==> src/rtl/button_pulse_conditioner.sv <==
// Two-button debouncer feeding seq_detector_mealy: each press becomes one clean, mutually exclusive P1/P2 pulse.
// Optional auto-repeat while a button is held is enabled by defining BTN_AUTOREPEAT_EN.
module button_pulse_conditioner #(
   parameter int DEBOUNCE_CYCLES = 16,
   parameter int REPEAT_DELAY    = 64,
   parameter int REPEAT_RATE     = 16
) (
   input  logic clk,
   input  logic reset,
   input  logic btn1_raw,
   input  logic btn2_raw,
   output logic P1,
   output logic P2,
   output logic conflict
);

   localparam int MAX_AB = (DEBOUNCE_CYCLES > REPEAT_DELAY) ? DEBOUNCE_CYCLES : REPEAT_DELAY;
   localparam int MAX_P  = (MAX_AB > REPEAT_RATE) ? MAX_AB : REPEAT_RATE;
   localparam int CW     = $clog2(MAX_P) + 1;

   localparam logic [CW-1:0] CNT_LAST = CW'(DEBOUNCE_CYCLES - 1);
`ifdef BTN_AUTOREPEAT_EN
   localparam logic [CW-1:0] REP_LAST   = CW'(REPEAT_DELAY - 1);
   // Reloading here makes the next hit of REP_LAST exactly REPEAT_RATE cycles later.
   localparam logic [CW-1:0] REP_RELOAD = CW'(REPEAT_DELAY - REPEAT_RATE);
`endif

   typedef enum logic [1:0] {
      IDLE        = 2'd0,
      ARM_PRESS   = 2'd1,
      PRESSED     = 2'd2,
      ARM_RELEASE = 2'd3
   } state_t;

   logic [1:0] meta_q, meta_d;
   logic [1:0] sync_q, sync_d;
   logic [1:0] q_q, q_d;
   logic       p1_q, p1_d;
   logic       p2_q, p2_d;
   logic       conflict_q, conflict_d;

   always_comb begin
      meta_d = {btn2_raw, btn1_raw};
      sync_d = meta_q;
   end

   always_ff @(posedge clk or posedge reset) begin
      if (reset) begin
         meta_q <= '0;
         sync_q <= '0;
      end else begin
         meta_q <= meta_d;
         sync_q <= sync_d;
      end
   end

   for (genvar gi = 0; gi < 2; gi++) begin : g_btn
      state_t        state_q, state_d;
      logic [CW-1:0] cnt_q, cnt_d;
      logic          press;

      always_ff @(posedge clk or posedge reset) begin
         if (reset) begin
            state_q <= IDLE;
            cnt_q   <= '0;
         end else begin
            state_q <= state_d;
            cnt_q   <= cnt_d;
         end
      end

      always_comb begin
         state_d = state_q;
         cnt_d   = cnt_q;
         case (state_q)
            IDLE: begin
               if (sync_q[gi]) begin
                  state_d = ARM_PRESS;
                  cnt_d   = CW'(1);
               end
            end
            ARM_PRESS: begin
               if (!sync_q[gi]) begin
                  state_d = IDLE;
                  cnt_d   = '0;
               end else if (cnt_q == CNT_LAST) begin
                  state_d = PRESSED;
                  cnt_d   = '0;
               end else begin
                  cnt_d = cnt_q + CW'(1);
               end
            end
            PRESSED: begin
               if (!sync_q[gi]) begin
                  state_d = ARM_RELEASE;
                  cnt_d   = CW'(1);
               end
            end
            ARM_RELEASE: begin
               // A bounce back to high resumes the held press without a new pulse.
               if (sync_q[gi]) begin
                  state_d = PRESSED;
                  cnt_d   = '0;
               end else if (cnt_q == CNT_LAST) begin
                  state_d = IDLE;
                  cnt_d   = '0;
               end else begin
                  cnt_d = cnt_q + CW'(1);
               end
            end
            default: begin
               state_d = IDLE;
               cnt_d   = '0;
            end
         endcase
      end

`ifdef BTN_AUTOREPEAT_EN
      logic [CW-1:0] rep_q, rep_d;

      always_ff @(posedge clk or posedge reset) begin
         if (reset) begin
            rep_q <= '0;
         end else begin
            rep_q <= rep_d;
         end
      end

      always_comb begin
         rep_d = '0;
         if (state_q == PRESSED && sync_q[gi]) begin
            rep_d = (rep_q == REP_LAST) ? REP_RELOAD : rep_q + CW'(1);
         end
      end

      always_comb begin
         press = (state_q == ARM_PRESS && sync_q[gi] && cnt_q == CNT_LAST) ||
                 (state_q == PRESSED && sync_q[gi] && rep_q == REP_LAST);
      end
`else
      always_comb begin
         press = (state_q == ARM_PRESS && sync_q[gi] && cnt_q == CNT_LAST);
      end
`endif

      assign q_d[gi] = press;
   end

   // Simultaneous qualification drops both pulses rather than picking a winner.
   always_comb begin
      p1_d       = q_q[0] & ~q_q[1];
      p2_d       = q_q[1] & ~q_q[0];
      conflict_d = q_q[0] & q_q[1];
   end

   always_ff @(posedge clk or posedge reset) begin
      if (reset) begin
         q_q        <= '0;
         p1_q       <= 1'b0;
         p2_q       <= 1'b0;
         conflict_q <= 1'b0;
      end else begin
         q_q        <= q_d;
         p1_q       <= p1_d;
         p2_q       <= p2_d;
         conflict_q <= conflict_d;
      end
   end

   assign P1       = p1_q;
   assign P2       = p2_q;
   assign conflict = conflict_q;

endmodule

==> config.mk <==
export PLATFORM = sky130hd
export DESIGN_NAME = button_pulse_conditioner
export DESIGN_NICKNAME = d
export VERILOG_FILES = /design/src/rtl/button_pulse_conditioner.sv
export SDC_FILE = /design/constraint.sdc
export NUM_CORES = 1
export LEC_CHECK = 0
export ABC_AREA = 1
export BUFFER_PORTS_ARGS = -buffer_cell sky130_fd_sc_hd__clkbuf_2
export CAP_MARGIN = 20
export CORE_MARGIN = 8
export CORE_UTILIZATION = 40
export DETAILED_ROUTE_END_ITERATION = 12
export PLACE_DENSITY = 0.58
export SYNTH_ARGS = -nofsm -noshare
export SYNTH_HDL_FRONTEND = slang
export SYNTH_SLANG_ARGS = --single-unit
==> constraint.sdc <==
create_clock -name clk -period 1.7 [get_ports clk]
set_input_delay 0.17 -clock clk [delete_from_list [all_inputs] [get_ports clk]]
set_output_delay 0.17 -clock clk [all_outputs]
set_load 0.1 [all_outputs]
== Word level (Yosys, flattened, before mapping) ==
Cells that the tools add are included.
Storage, ports and cells
  register bits after elaboration: 27
  bits of input ports: 4
  word-level logic and storage cells: 69
Operators by class
  add/subtract/negate cells: 2
  equal/unequal tests: 16
  mux-type cells: 26
  bitwise gates (word level): 5
  reductions and logical operators: 10
Operator list (count)
  2-to-1 mux 7 bit: 10
  one-hot mux 7 bit (4 select lines): 2
  2-to-1 mux 2 bit: 12
  one-hot mux 2 bit (4 select lines): 2
  adder 7 x 1 -> 7 bit (second input constant): 2
  == test 7 x 4 -> 1 bit (second input constant): 2
  != test 3 bit (second input constant): 4
  == test 2 bit (second input constant): 4
  != test 2 bit (second input constant): 4
  AND reduction 4 bit: 2
  == test 2 x 1 -> 1 bit (second input constant): 2
  logical AND 1 bit: 4
  logical NOT 2 bit: 2
  AND reduction 2 bit: 2
  AND 1 bit: 3
  NOT 1 bit: 2

== Longest topological paths before layout ==
Gate-level depths: netlist of run 1.
  depth in word-level cells: 4
  mapped depth: 7
  mapped depth without buffers: 7

== Worst setup path before layout of run 1 ==
OpenSTA, ideal clock, no wires.
  path type: register to register
  from: register g_btn[0].cnt_q[0]
  to: register g_btn[0].state_q[0]
  arrival: 1.079 ns
  required time: 1.578 ns
  setup slack: 0.499 ns
  cell stages (with the launch flop): 7
  path buffers: 0
  path through: dfrtp_1 ha_1 nand3_2 nor2_4 nor2_2 nor2_1 nor2_1
On the way
  word-level cells in the longest chain between the ends: 3
  elaborated cells on any way between the ends: 4
  those cells by class: 3 x eq/ne; 1 x reduce/logical
Ends and longest elaborated chain
  start: declaration: line 59  | logic [CW-1:0] cnt_q, cnt_d;
  start signal: assignment: line 68  | cnt_q <= cnt_d;
  == test 7 x 4 -> 1 bit (*): line 86, 104
  != test 3 bit (no line)
  AND reduction 4 bit (no line) (*)
  end signal: assignment: line 67  | state_q <= state_d;
  end: declaration: line 58  | state_t state_q, state_d;
Mark *: on every way between the ends. The rest lies on a longest branch, timed or not.
A chain may end at the register's enable or synchronous reset.

== Worst setup path after layout of run 1 ==
Ends and elaborated chain as after synthesis.

==> results.md, run 1 <==
- The flow ran to the end, and the final reports show no timing, DRC or antenna violations.
- TritonCTS built the clock tree.
- After technology mapping, the gate count stands at between 150 and 200.
- The share of synthesized area occupied by flip-flops and latches is 0.516.
- The count of cell types in the netlist is 21.
- The first-pass GRT wire length is 4130 um.
- The synthesis-to-finish area growth is 10.8%.
- The worst hold path begins at meta_q[0]$_DFF_PP0_.
- The floorplan step defined a die boundary enclosing 0.00536 sq mm.
- The kind of end point of the critical path is a register.
- The leakage power is ~0.73 nW.
- The worst setup path is of the register to register kind.
- The placement row count is 20.
- Of the total power, the share spent switching nets is 0.287.
- At the end of routability-driven placement, the weighted congestion stood at 0.952.
- No sink is reached through more buffers than the 2 on the longest clock path.
- The maximum frequency from static timing analysis is roughly 740 MHz.
- The routed design has 2250 um of wire.
- The mean cell area of the mapped netlist is 8.08 sq um.
- The startpoint identified for the worst register-to-register timing path is g_btn[0].cnt_q[0]$_DFFE_PP0P_.
- The sequential cell fraction of total power is 0.621.
- The remaining global-route overflow is 0.
- At the worst endpoint, the required time is 1920 ps.
- For this run, the detailed router's first-pass iteration total came to 4.
- The I/O pin count is 7.
- Measured on the finished design, the core utilization comes to 0.471.
- Dividing the detail-routed wire length by the instance count gives 10.3 um.
- The final hold violation count is 0.
- The root cell of the clock tree is clkbuf_4.
- Entering global routing, the biggest net connects 28 pins.
- In this run the critical register-to-register path is captured at g_btn[0].state_q[0]$_DFFE_PP0P_.
- The number of setup violations in the final report is 0.
- For hold timing, the worst endpoint is sync_q[0]$_DFF_PP0_.
- The delay of the slowest cell on the worst path is 460 ps.
- Summed over all instances, the cell type with the most area after synthesis is dfrtp_1.
- The floorplan step set the die height to 73.2 um.
- The portion of synthesized cell area occupied by the leading cell type is 0.516.
- The share of final-layout standard cells stronger than drive strength 1 is 0.109.
- The final max-slew violation count is 0.
- After clock tree synthesis, the setup repair step added 0 buffers.
- The post-synthesis net count is 168.
- The cell area after synthesis is 0.00131 sq mm.
- The most frequent cell after synthesis is nand2_1.
- For flop-to-flop paths, the worst setup slack is 360 ps.
- Between clock sinks in the finished design, the worst skew comes to approximately 4.8 ps.
- Using the TritonRoute via totals, the vias-per-cell ratio works out to 4.53.
- The count of nets left with antenna violations after detail routing is 0.
- For the final routed database, the setup TNS stands at 0 ps.
- The most repeated library cell on the critical path is nor2_1.
- The number of global-route vias before repair is 981.
- The global-route total usage across every layer is 0.0981.
- The cell with the biggest individual delay on the critical path is dfrtp_1.
- The CTS sink count is 27.
- The number of antenna diodes in the final layout is 0.
- The part of the power in the clock network is 0.218.
- Measured in cells, the most critical reg-to-reg path has a length of 6.
- Ranked by instance count, the synthesized netlist is headed by nand2_1 (53), dfrtp_1 (27), inv_1 (24).
- For this run, the number of Yosys warnings is 0.
- The number of synthesized flops with an enable pin is 0.
- The core area is 0.00308 sq mm.
- The internal portion of the total power is 0.862 mW.
- The count of state elements after synthesis is 27.
- The initial antenna violation count is 0.
- The net switching power of the design is 0.348 mW.
- Ranked by total cell area, the synthesized netlist is headed by dfrtp_1 (52%), nand2_1 (15%), inv_1 (6.9%), nand3_1 (5.0%), nor2_1 (4.6%).
- Hold is met by 366 ps.
- The share of synthesized registers carrying an async set or reset is 1.00.
- CTS built an H-tree with a depth of 1.
- The number of DRC violations after detailed-routing iteration 0 is 26.
- The net total in the final layout is 182.
- The critical-path maximum fanout is 6.
- The clock transition time at the flip-flop clock pins of the worst setup and hold paths is ~130 ps.
- The critical path goes through ha_1 > nand3_2 > nor2_4 > nor2_2 > nor2_1 > nor2_1.
- The fraction of power consumed by combinational cells is 0.161.
- After detailed routing, the number of remaining DRC violations is 0.
- The post-cts repair resize count is 0.
- The category of the worst setup path launch point is a register.
- Across the run, the number of max-cap violations was 0.
- Dividing total power by cell area gives a power density of 834 mW/mm^2.
- The die is around 73 um wide.
- Clock latency on the worst-skew pair, taken at its later pin, is 320 ps.
- The routed design could run at a clock period as short as approximately 1300 ps.
- The worst-case vdd ir drop is 0.629 mV.
- The worst hold path was traced through 0 stages.
- Setup repair after global routing left no endpoint under its margin.
- Counting the buffers created by CTS gives 3.
- The post-route fraction of the period consumed by the critical path is 0.790.
- For this configuration, the core starts out at a cell density of 0.425.
- The worst hold path belongs to the class register to register.
- For the pin with the worst max-slew slack, the measured transition is 541 ps.
- The relative slew slack is 0.641.
- In this run the tool buffered the top-level ports with 6 buffer cells.
- The most used flip-flop cell after synthesis is dfrtp_1.
- The total number of vias is around 1000.
- The HPWL after detailed placement is 1710 um.
- The worst path arrival time is 1560 ps.
metrics by stage:
| step | std cells | setup slack (ps) | cell area [sq um] | total power, mW |
|---|---|---|---|---|
| final | 219 | 357 | 1450 | 1.21 |
| after global routing | 219 | 200 | 1450 | 1.29 |
| after CTS | 219 | 348 | 1450 | 1.23 |
| after detailed placement | 212 | 370 | 1390 | 0.953 |
| after global placement | 212 | 431 | 1390 | 0.948 |
| after floorplan | 162 | 499 | 1310 | 0.902 |
sequential cells by signal, summed over array words and instances (netlist names), named ones only:
signal and cells:
P1 1, q_q 2, meta_q 2, g_btn.state_q 2, conflict 1, P2 1
g_btn.cnt_q 14, sync_q 2
worst max-delay path: cells and delay by family (launching register included):
family / cells / cell delay, ps
fa+ha+maj: 1 / 240
simple gates: 5 / 530
flops: 1 / 460
layout by cell type (no fill, tap or decap):
cell	netlist	final
nand2_1	53	53
dfrtp_1	27	27
inv_1	24	24
nor2_1	16	16
nand3_1	13	13
clkbuf_2	0	6
o21ai_0	5	5
clkbuf_4	0	3
dlygate4sd3_1	0	3
nand3_2	2	2
nor2_4	2	2
nor2_2	2	2
xnor2_1	2	2
a21oi_1	2	2
nand4_1	2	2
nand2_2	2	2
o22ai_1	2	2
ha_1	2	2
mux2i_1	1	1
xor2_1	1	1
o21ai_2	1	1
a22o_1	1	1
o21ai_1	1	1
clkbuf_1	0	1
buf_4	1	1
layout make-up:
class | count | area, sq um
fillers | 308 | 1630
flip-flops and latches | 27 | 676
multi-input cells | 110 | 536
inverters | 24 | 90.1
repair buffers | 10 | 67.6
well taps | 44 | 55.1
clock buffers | 4 | 26.3
worst max path at each step:
stage	endpoint	cells after the start	slack [ps]	from
finish	g_btn[0].state_q[0]$_DFFE_PP0P_	6	360	g_btn[0].cnt_q[0]$_DFFE_PP0P_
global route	g_btn[0].cnt_q[6]$_DFFE_PP0P_	6	200	g_btn[0].cnt_q[0]$_DFFE_PP0P_
CTS	g_btn[0].state_q[0]$_DFFE_PP0P_	6	350	g_btn[0].cnt_q[0]$_DFFE_PP0P_
detailed placement	g_btn[0].state_q[0]$_DFFE_PP0P_	6	370	g_btn[0].cnt_q[0]$_DFFE_PP0P_
global placement	g_btn[0].state_q[0]$_DFFE_PP0P_	6	430	g_btn[0].cnt_q[0]$_DFFE_PP0P_
floorplan	g_btn[0].state_q[0]$_DFFE_PP0P_	6	500	g_btn[0].cnt_q[0]$_DFFE_PP0P_
logic make-up after synthesis:
logic type,share of synthesized area
muxes,0.00765
AOI/OAI and AO/OA,0.0535
xor gates and xnor gates,0.0201
and+or+nand+nor,0.309
adders and majority gates,0.0191
DFF,0.516
buffers and inverters,0.0746
per-layer routing:
layer | global-route usage | routed length (um)
met4 | 0.0311 | 23
met3 | 0.0316 | 97
met2 | 0.160 | 974
met5 | 0 | 0
met1 | 0.119 | 1150
power by group through the flow:
stage | combinational, mW | clock [mW] | sequential, mW
floorplan | 0.153 | 0 | 0.749
global placement | 0.187 | 0 | 0.761
detailed placement | 0.190 | 0 | 0.764
CTS | 0.196 | 0.285 | 0.751
global route | 0.223 | 0.308 | 0.763
finish | 0.195 | 0.263 | 0.751
what timing repair did:
action | CTS | global route
endpoints found under the setup margin | 0 | 0
endpoints found under the hold margin | 29 | 0
hold buffers | 3 | 0
Note: power is estimated with default switching activity, not from simulation.
==> run 2, diff against run 1 <==
==> constraint.sdc (replaced) <==
create_clock -name clk -period 1.4 [get_ports clk]
set_input_delay 0.14 -clock clk [delete_from_list [all_inputs] [get_ports clk]]
set_output_delay 0.14 -clock clk [all_outputs]
set_load 0.1 [all_outputs]
==> run 2 against run 1 <==
Net effect:
- utilization grew 0.37 points
- clock-buffer cell count shrank 1
- cell count grew 0.46%
- largest power group unchanged
- combinational power grew 41%
- via count grew 0.20%
- highest routed layer unchanged
- non-clock buffer count grew 1
- design area grew 0.78%
- register-to-register slack lost 230 ps
- first-iteration DRC count grew 23%
==> results.md, run 2 (synthesis results as in run 1) <==
- The category of the worst setup path launch point is a register.
- The area growth from synthesis to layout is 11.7%.
- For the finished layout, the period the worst path requires is ~1300 ps.
- The register with the most flip-flops in the layout has 14 of them.
- The critical path in this run is classified as register to register.
- The library cell used most frequently in the layout, excluding fill and tap cells, is nand2_1.
- The remaining global-route overflow is 0.
- Derived from the worst setup path, the maximum achievable clock frequency is slightly below 800 MHz.
- Dividing the detail-routed via count by the number of cells gives ~4.5.
- Entering global routing, the biggest net connects 28 pins.
- The number of setup violations in the final report is 0.
- The area enclosed by the die boundary is 0.00536 sq mm.
- During placement, the flow inserted port buffers numbering 6.
- The antenna diode instance count is 0.
- Measured against its own limit, the worst slew margin works out to 0.640.
- Across the run, the number of max-cap violations was 0.
- Routability-driven placement finished with a final weighted congestion of 0.933.
- The clock tree skew after final layout is 9.64 ps.
- The actual slew at the worst max-slew pin is 542 ps.
- STA classifies the critical path endpoint as a register.
- The initial antenna violation count came to 0.
- The final route contains 993 vias.
- The first routing iteration left 32 violations.
- The floorplan die width is 73.2 um.
- The worst hold path begins at meta_q[0]$_DFF_PP0_.
- Data on the critical path is required at its endpoint by approximately 1600 ps.
- At the worst endpoint, the arrival time is 1490 ps.
- Once detail routing completed, the nets flagged for antenna violations numbered 0.
- After detailed routing, the number of remaining DRC violations is 0.
- The placement row count is 20.
- The die height is ~73 um.
- The final max-slew violation count is 0.
- Including well taps, the total number of placed cells is 213.
- The global-route total usage across every layer is 0.0938.
- In the layout the commonest cells are nand2_1 (53), dfrtp_1 (27), inv_1 (24).
- In this run the standard cell core region covers 0.00308 sq mm.
- The CTS sink count is 27.
- The total number of H-tree levels is 1.
- Summed over all cells, the static leakage comes to 0.734 nW.
- The first global-routing pass estimated 4020 um of wire.
- The first-pass iteration count of the detailed router is 4.
- The root buffer cell chosen for the clock tree is clkbuf_4.
- The sum of negative setup slack is 0 ps.
- The number of global-route vias before repair is 941.
- The I/O pin count is 7.
- The effective utilization at floorplan is 0.425.
- The worst reg2reg path startpoint is g_btn[0].cnt_q[1]$_DFFE_PP0P_.
- Tracing the worst setup path back leads to its startpoint at g_btn[0].cnt_q[1]$_DFFE_PP0P_.
- Dividing the detail-routed wire length by the instance count gives 10.3 um.
- The share of final-layout standard cells stronger than drive strength 1 is 0.125.
- Setup repair after global routing left no endpoint under its margin.
- No sink is reached through more buffers than the 2 on the longest clock path.
- The HPWL after detailed placement is 1690 um.
- Clock tree synthesis inserted a total of 3 buffers.
- The worst-case IR drop observed on VDD is 0.468 mV.
- Once the clock tree was built, the setup fixing pass inserted 0 buffers.
- The TritonCTS clock tree is built.
- The overall routed net length is 2260 um.
- The final hold violation count was 0.
- The power per cell area is 1020 mW/mm^2.
- Dividing the final minimum period by the clock period gives 0.909.
- The finished layout holds 220 standard cells, fillers aside.
- In this run the worst hold path is classified as register to register.
- The register with the most flip-flops in the final layout is g_btn.cnt_q.
- The clock transition time at the flip-flop clock pins of the worst setup and hold paths is 140 ps.
- The run finished with clean final reports.
- Of all nets on the critical path, the largest fanout is 3.
- The later pin in the worst-skew pair is clocked with a latency of slightly above 300 ps.
- At the end of the flow, the number of nets in the layout was approximately 180.
-- run 2: through the flow --
| step | worst slack (ps) | area, sq um | util | hold WS, ps | total power [mW] |
|---|---|---|---|---|---|
| 2_1_floorplan | 199 | 1310 | - | 171 | 1.09 |
| 3_3_place_gp | 165 | 1400 | 0.455 | 195 | 1.17 |
| 3_5_place_dp | 150 | 1400 | 0.455 | 202 | 1.18 |
| 4_1_cts | 128 | 1460 | 0.474 | 369 | 1.52 |
| 5_1_grt | 17.5 | 1460 | 0.475 | 377 | 1.60 |
| 6_report | 127 | 1460 | 0.475 | 366 | 1.49 |
-- run 2: power breakdown --
group / internal (mW) / leakage, nW / switching (mW)
Sequential: 0.843 / 0.358 / 0.0520
Clock: 0.107 / 0.0177 / 0.216
Combinational: 0.111 / 0.358 / 0.165
Total: 1.06 / 0.734 / 0.433
-- run 2: final timing paths --
check | end | slack [ps] | depth (start not counted)
setup / recovery | g_btn[0].state_q[0]$_DFFE_PP0P_ | 130 | 6
hold / removal | sync_q[0]$_DFF_PP0_ | 370 | 0
setup reg to reg | g_btn[0].state_q[0]$_DFFE_PP0P_ | 130 | 6
hold reg to reg | sync_q[0]$_DFF_PP0_ | 370 | 0
max in group asynchronous | q_q[1]$_DFF_PP0_ | 760 | 4
min in group asynchronous | meta_q[0]$_DFF_PP0_ | 390 | 4
-- run 2: area by class of cell --
cell class | instances | area [sq um]
clock buffer | 3 | 22.5
clock inverter | 1 | 5.00
fill | 303 | 1620
inverter | 24 | 90.1
multi-input combinational | 110 | 538
sequential | 27 | 676
tap | 44 | 55.1
timing repair buffer | 11 | 75.1
-- run 2: critical path: stages (launching register included) --
cell	delay [ps]
dfrtp_1	410
ha_1	210
nand3_2	140
nor2_4	170
nor2_2	70
nor2_1	120
nor2_1	50
-- run 2: layer usage --
metal / track usage / wire length [um] / vias up
met2: 0.146 / 972 / 11
met4: 0.0267 / 16 / 0
met3: 0.0261 / 97 / 2
met5: 0 / 0 / -
li1: - / - / 533
met1: 0.123 / 1170 / 447
-- run 2: what timing repair did --
action / in CTS / in global routing
endpoints found under the hold margin: 29 / 0
gates resized for setup: 0 / 1
endpoints found under the setup margin: 0 / 2
hold buffers: 3 / 0
==> run 3, diff against run 2 <==
--- a/config.mk
+++ b/config.mk
@@ -12,6 +12,7 @@
 export CORE_UTILIZATION = 40
 export DETAILED_ROUTE_END_ITERATION = 12
 export PLACE_DENSITY = 0.58
+export RECOVER_POWER = 100
 export SYNTH_ARGS = -nofsm -noshare
 export SYNTH_HDL_FRONTEND = slang
 export SYNTH_SLANG_ARGS = --single-unit
==> constraint.sdc (replaced) <==
create_clock -name clk -period 1.2 [get_ports clk]
set_input_delay 0.12 -clock clk [delete_from_list [all_inputs] [get_ports clk]]
set_output_delay 0.12 -clock clk [all_outputs]
set_load 0.1 [all_outputs]
==> run 3 against run 2 <==
Net effect:
- utilization rose by 3.6 points
- worst hold slack about the same
- non-clock buffer count grew 7
- wire length rose by 8.6%
- setup slack worse by 110 ps
- flip-flop and latch count unchanged
- clock-buffer cell count stayed put
- combinational power increased by 61%
- sequential share of layout area fell by 3.2 points
- register-to-register slack lost 110 ps
- power is 27% higher
- via count rose by 7.8%
- critical path type unchanged
==> results.md, run 3 (synthesis results as in run 1) <==
- Across every metal layer, demand over resource in global routing totals 0.101.
- The share of total power dissipated in sequential elements is 0.562.
- The overall routed net length is 2460 um.
- The largest net degree at the start of global routing is 28.
- The worst path arrival time is 1400 ps.
- In the routed design, unresolved DRC markers number 0.
- Of all nets on the critical path, the largest fanout is 3.
- The library cells used most frequently in the layout, excluding fill and tap cells, are nand2_1 (49), dfrtp_1 (27), inv_1 (23).
- The worst-case vdd ir drop is between 0.9 and 1 mV.
- The power per cell area is 1210 mW/mm^2.
- The final instance area is 0.00157 sq mm.
- The first detailed-routing pass ran for 4 iterations.
- The clock tree skew after final layout is 9.07 ps.
- Ranked by flip-flop count, first place goes to g_btn.cnt_q.
- The CTS sink count is 27.
- The worst reg2reg path startpoint is g_btn[0].cnt_q[1]$_DFFE_PP0P_.
- STA classifies the critical path endpoint as a register.
- The kind of cell adding the most delay to the critical path is simple AND/OR/NAND/NOR gates.
- Of the total power, the share spent switching nets is 0.306.
- The net count of the finished layout is 190.
- The final critical-path setup slack is approximately 16 ps.
- CTS built an H-tree with a depth of 1.
- The worst setup path is of the register to register kind.
- For the worst setup path, the data required time is 1410 ps.
- Max-cap violations in this run came to 0.
- The area enclosed by the die boundary is 0.00536 sq mm.
- Relative to the synthesized area, the layout overhead comes to 20.1%.
- The maximum buffer depth of the clock tree is 2.
- The utilization after layout is 0.511.
- The floorplan die width is 73.2 um.
- The routed layout has 1070 vias.
- The flip-flop count of the largest register after layout is 14.
- The source-to-sink clock delay at the later pin of the worst-skew pair is 320 ps.
- The worst slack at placement is -21.1 ps.
- Routability-driven placement finished with a final weighted congestion of 0.842.
- The floorplan has 20 rows.
- The worst pin sits at a relative slew slack of 0.564.
- The HPWL after detailed placement is 1690 um.
- Of the cells placed in the final design, the portion with a size suffix greater than 1 is 0.213.
- The critical path goes through ha_4 > nand3_4 > nor2_4 > nor2_4 > nor2_2 > nor2_1.
- The delay of the slowest cell on the worst path is 420 ps.
- The fraction of power consumed by combinational cells is 0.234.
- The number of vias per cell is 4.71.
- The run finished with clean final reports.
- The number of global-route vias before repair is approximately 1000.
- The first global-routing pass estimated 4280 um of wire.
- Of the total power, the clock network draws 0.204.
- For the finished layout, the period the worst path requires is approximately 1200 ps.
- The post-layout instance count excluding filler cells is 227.
- For this design, the slowest cell found on the critical path is dfrtp_1.
- The clock transition time at the flip-flop clock pins of the worst setup and hold paths is 140 ps.
- In this run the worst setup path begins at g_btn[0].cnt_q[1]$_DFFE_PP0P_.
- The post-placement cell count is 215.
- The initial antenna violation count was 0.
- CTS placed an instance of clkbuf_4 at the clock tree root.
- TritonCTS built the clock tree.
- The core area is ~0.0031 sq mm.
- The startpoint of the lowest-slack hold path is meta_q[0]$_DFF_PP0_.
- Setup repair after global routing could not meet its margin everywhere.
- The actual slew at the worst max-slew pin is between 600 and 700 ps.
- The number of setup violations in the final report is 0.
- In this run the power spent charging and discharging nets is 0.579 mW.
- The I/O pin count is 7.
- The final hold violation count is 0.
- The floorplan step set the die height to 73.2 um.
- The area of placed instances is ~0.0015 sq mm.
- Cell internal power was estimated by the tool at ~1.3 mW.
- The analysis attributes to cell leakage a power of 0.773 nW.
- The post-route fraction of the period consumed by the critical path is 0.987.
- During placement, the flow inserted port buffers numbering 6.
- Leaving out fill and tap cells, the most frequent cell in the layout is nand2_1.
- The final max-slew violation count is 0.
- Counting the buffers created by CTS gives 3.
- The buffering stage count on the worst path with inverters included is 0.
- The count of nets left with antenna violations after detail routing is 0.
- The remaining global-route overflow is 0.
- Dividing the detail-routed wire length by the instance count gives 10.8 um.
- The most repeated library cell on the critical path is nor2_4.
- The tightest min-delay check is of the register to register type.
- The category of the worst setup path launch point is a register.
- The antenna diode instance count is 0.
- For this run, the top clock speed supported by timing is 844 MHz.
- The effective utilization at floorplan is 0.425.
- The detailed router finished its first iteration with 59 violations.
## run 3: cell types whose count changed in the layout (fill, tap and decap cells not counted), sizes merged
cell    delta
clkbuf     -1
buf        +8
## run 3: power groups by stage
stage	Combinational (mW)	Clock (mW)	Sequential (mW)
floorplan	0.219	0	1.06
global placement	0.318	0	1.06
detailed placement	0.324	0	1.06
CTS	0.387	0.410	1.04
global route	0.490	0.442	1.08
finish	0.444	0.386	1.07
## run 3: repair_timing
action,4_1_cts,5_1_grt
setup buffers,2,3
endpoints found under the hold margin,29,0
pin swaps,1,4
gates resized for setup,0,16
endpoints found under the setup margin,5,17
hold buffers,3,0
## run 3: worst paths after layout
kind                       cells after the start                              end  slack [ps]
setup / recovery                               6  g_btn[0].state_q[0]$_DFFE_PP0P_          20
hold / removal                                 0              sync_q[0]$_DFF_PP0_         370
setup reg to reg                               6  g_btn[0].state_q[0]$_DFFE_PP0P_          20
hold reg to reg                                0              sync_q[0]$_DFF_PP0_         370
max in group asynchronous                      4    g_btn[1].cnt_q[1]$_DFFE_PP0P_         310
min in group asynchronous                      4    g_btn[0].cnt_q[5]$_DFFE_PP0P_         470
## run 3: stage by stage
stage                     setup TNS (ps)  hold slack, ps  power (mW)
final                                  0             366        1.90
after global routing                -268             379        2.01
after CTS                              0             350        1.84
after detailed placement           -24.9             176        1.39
after global placement                 0             174        1.38
after floorplan                        0             151        1.28
## run 3: layout make-up
type | count | area (sq um)
fill | 299 | 1510
sequential | 27 | 676
multi-input combinational | 110 | 593
timing repair buffer | 18 | 130
inverter | 24 | 90.1
tap | 44 | 55.1
clock buffer | 3 | 22.5
clock inverter | 1 | 5.00
## run 3: metal layers
| layer | part of all wire | wire length [um] | global-route usage | vias to the layer above |
|---|---|---|---|---|
| met5 | 0 | 0 | 0 | - |
| met4 | 0.0090 | 22 | 0.0400 | 0 |
| met3 | 0.047 | 115 | 0.0343 | 2 |
| met2 | 0.47 | 1170 | 0.168 | 18 |
| met1 | 0.47 | 1150 | 0.116 | 503 |
| li1 | - | - | - | 547 |
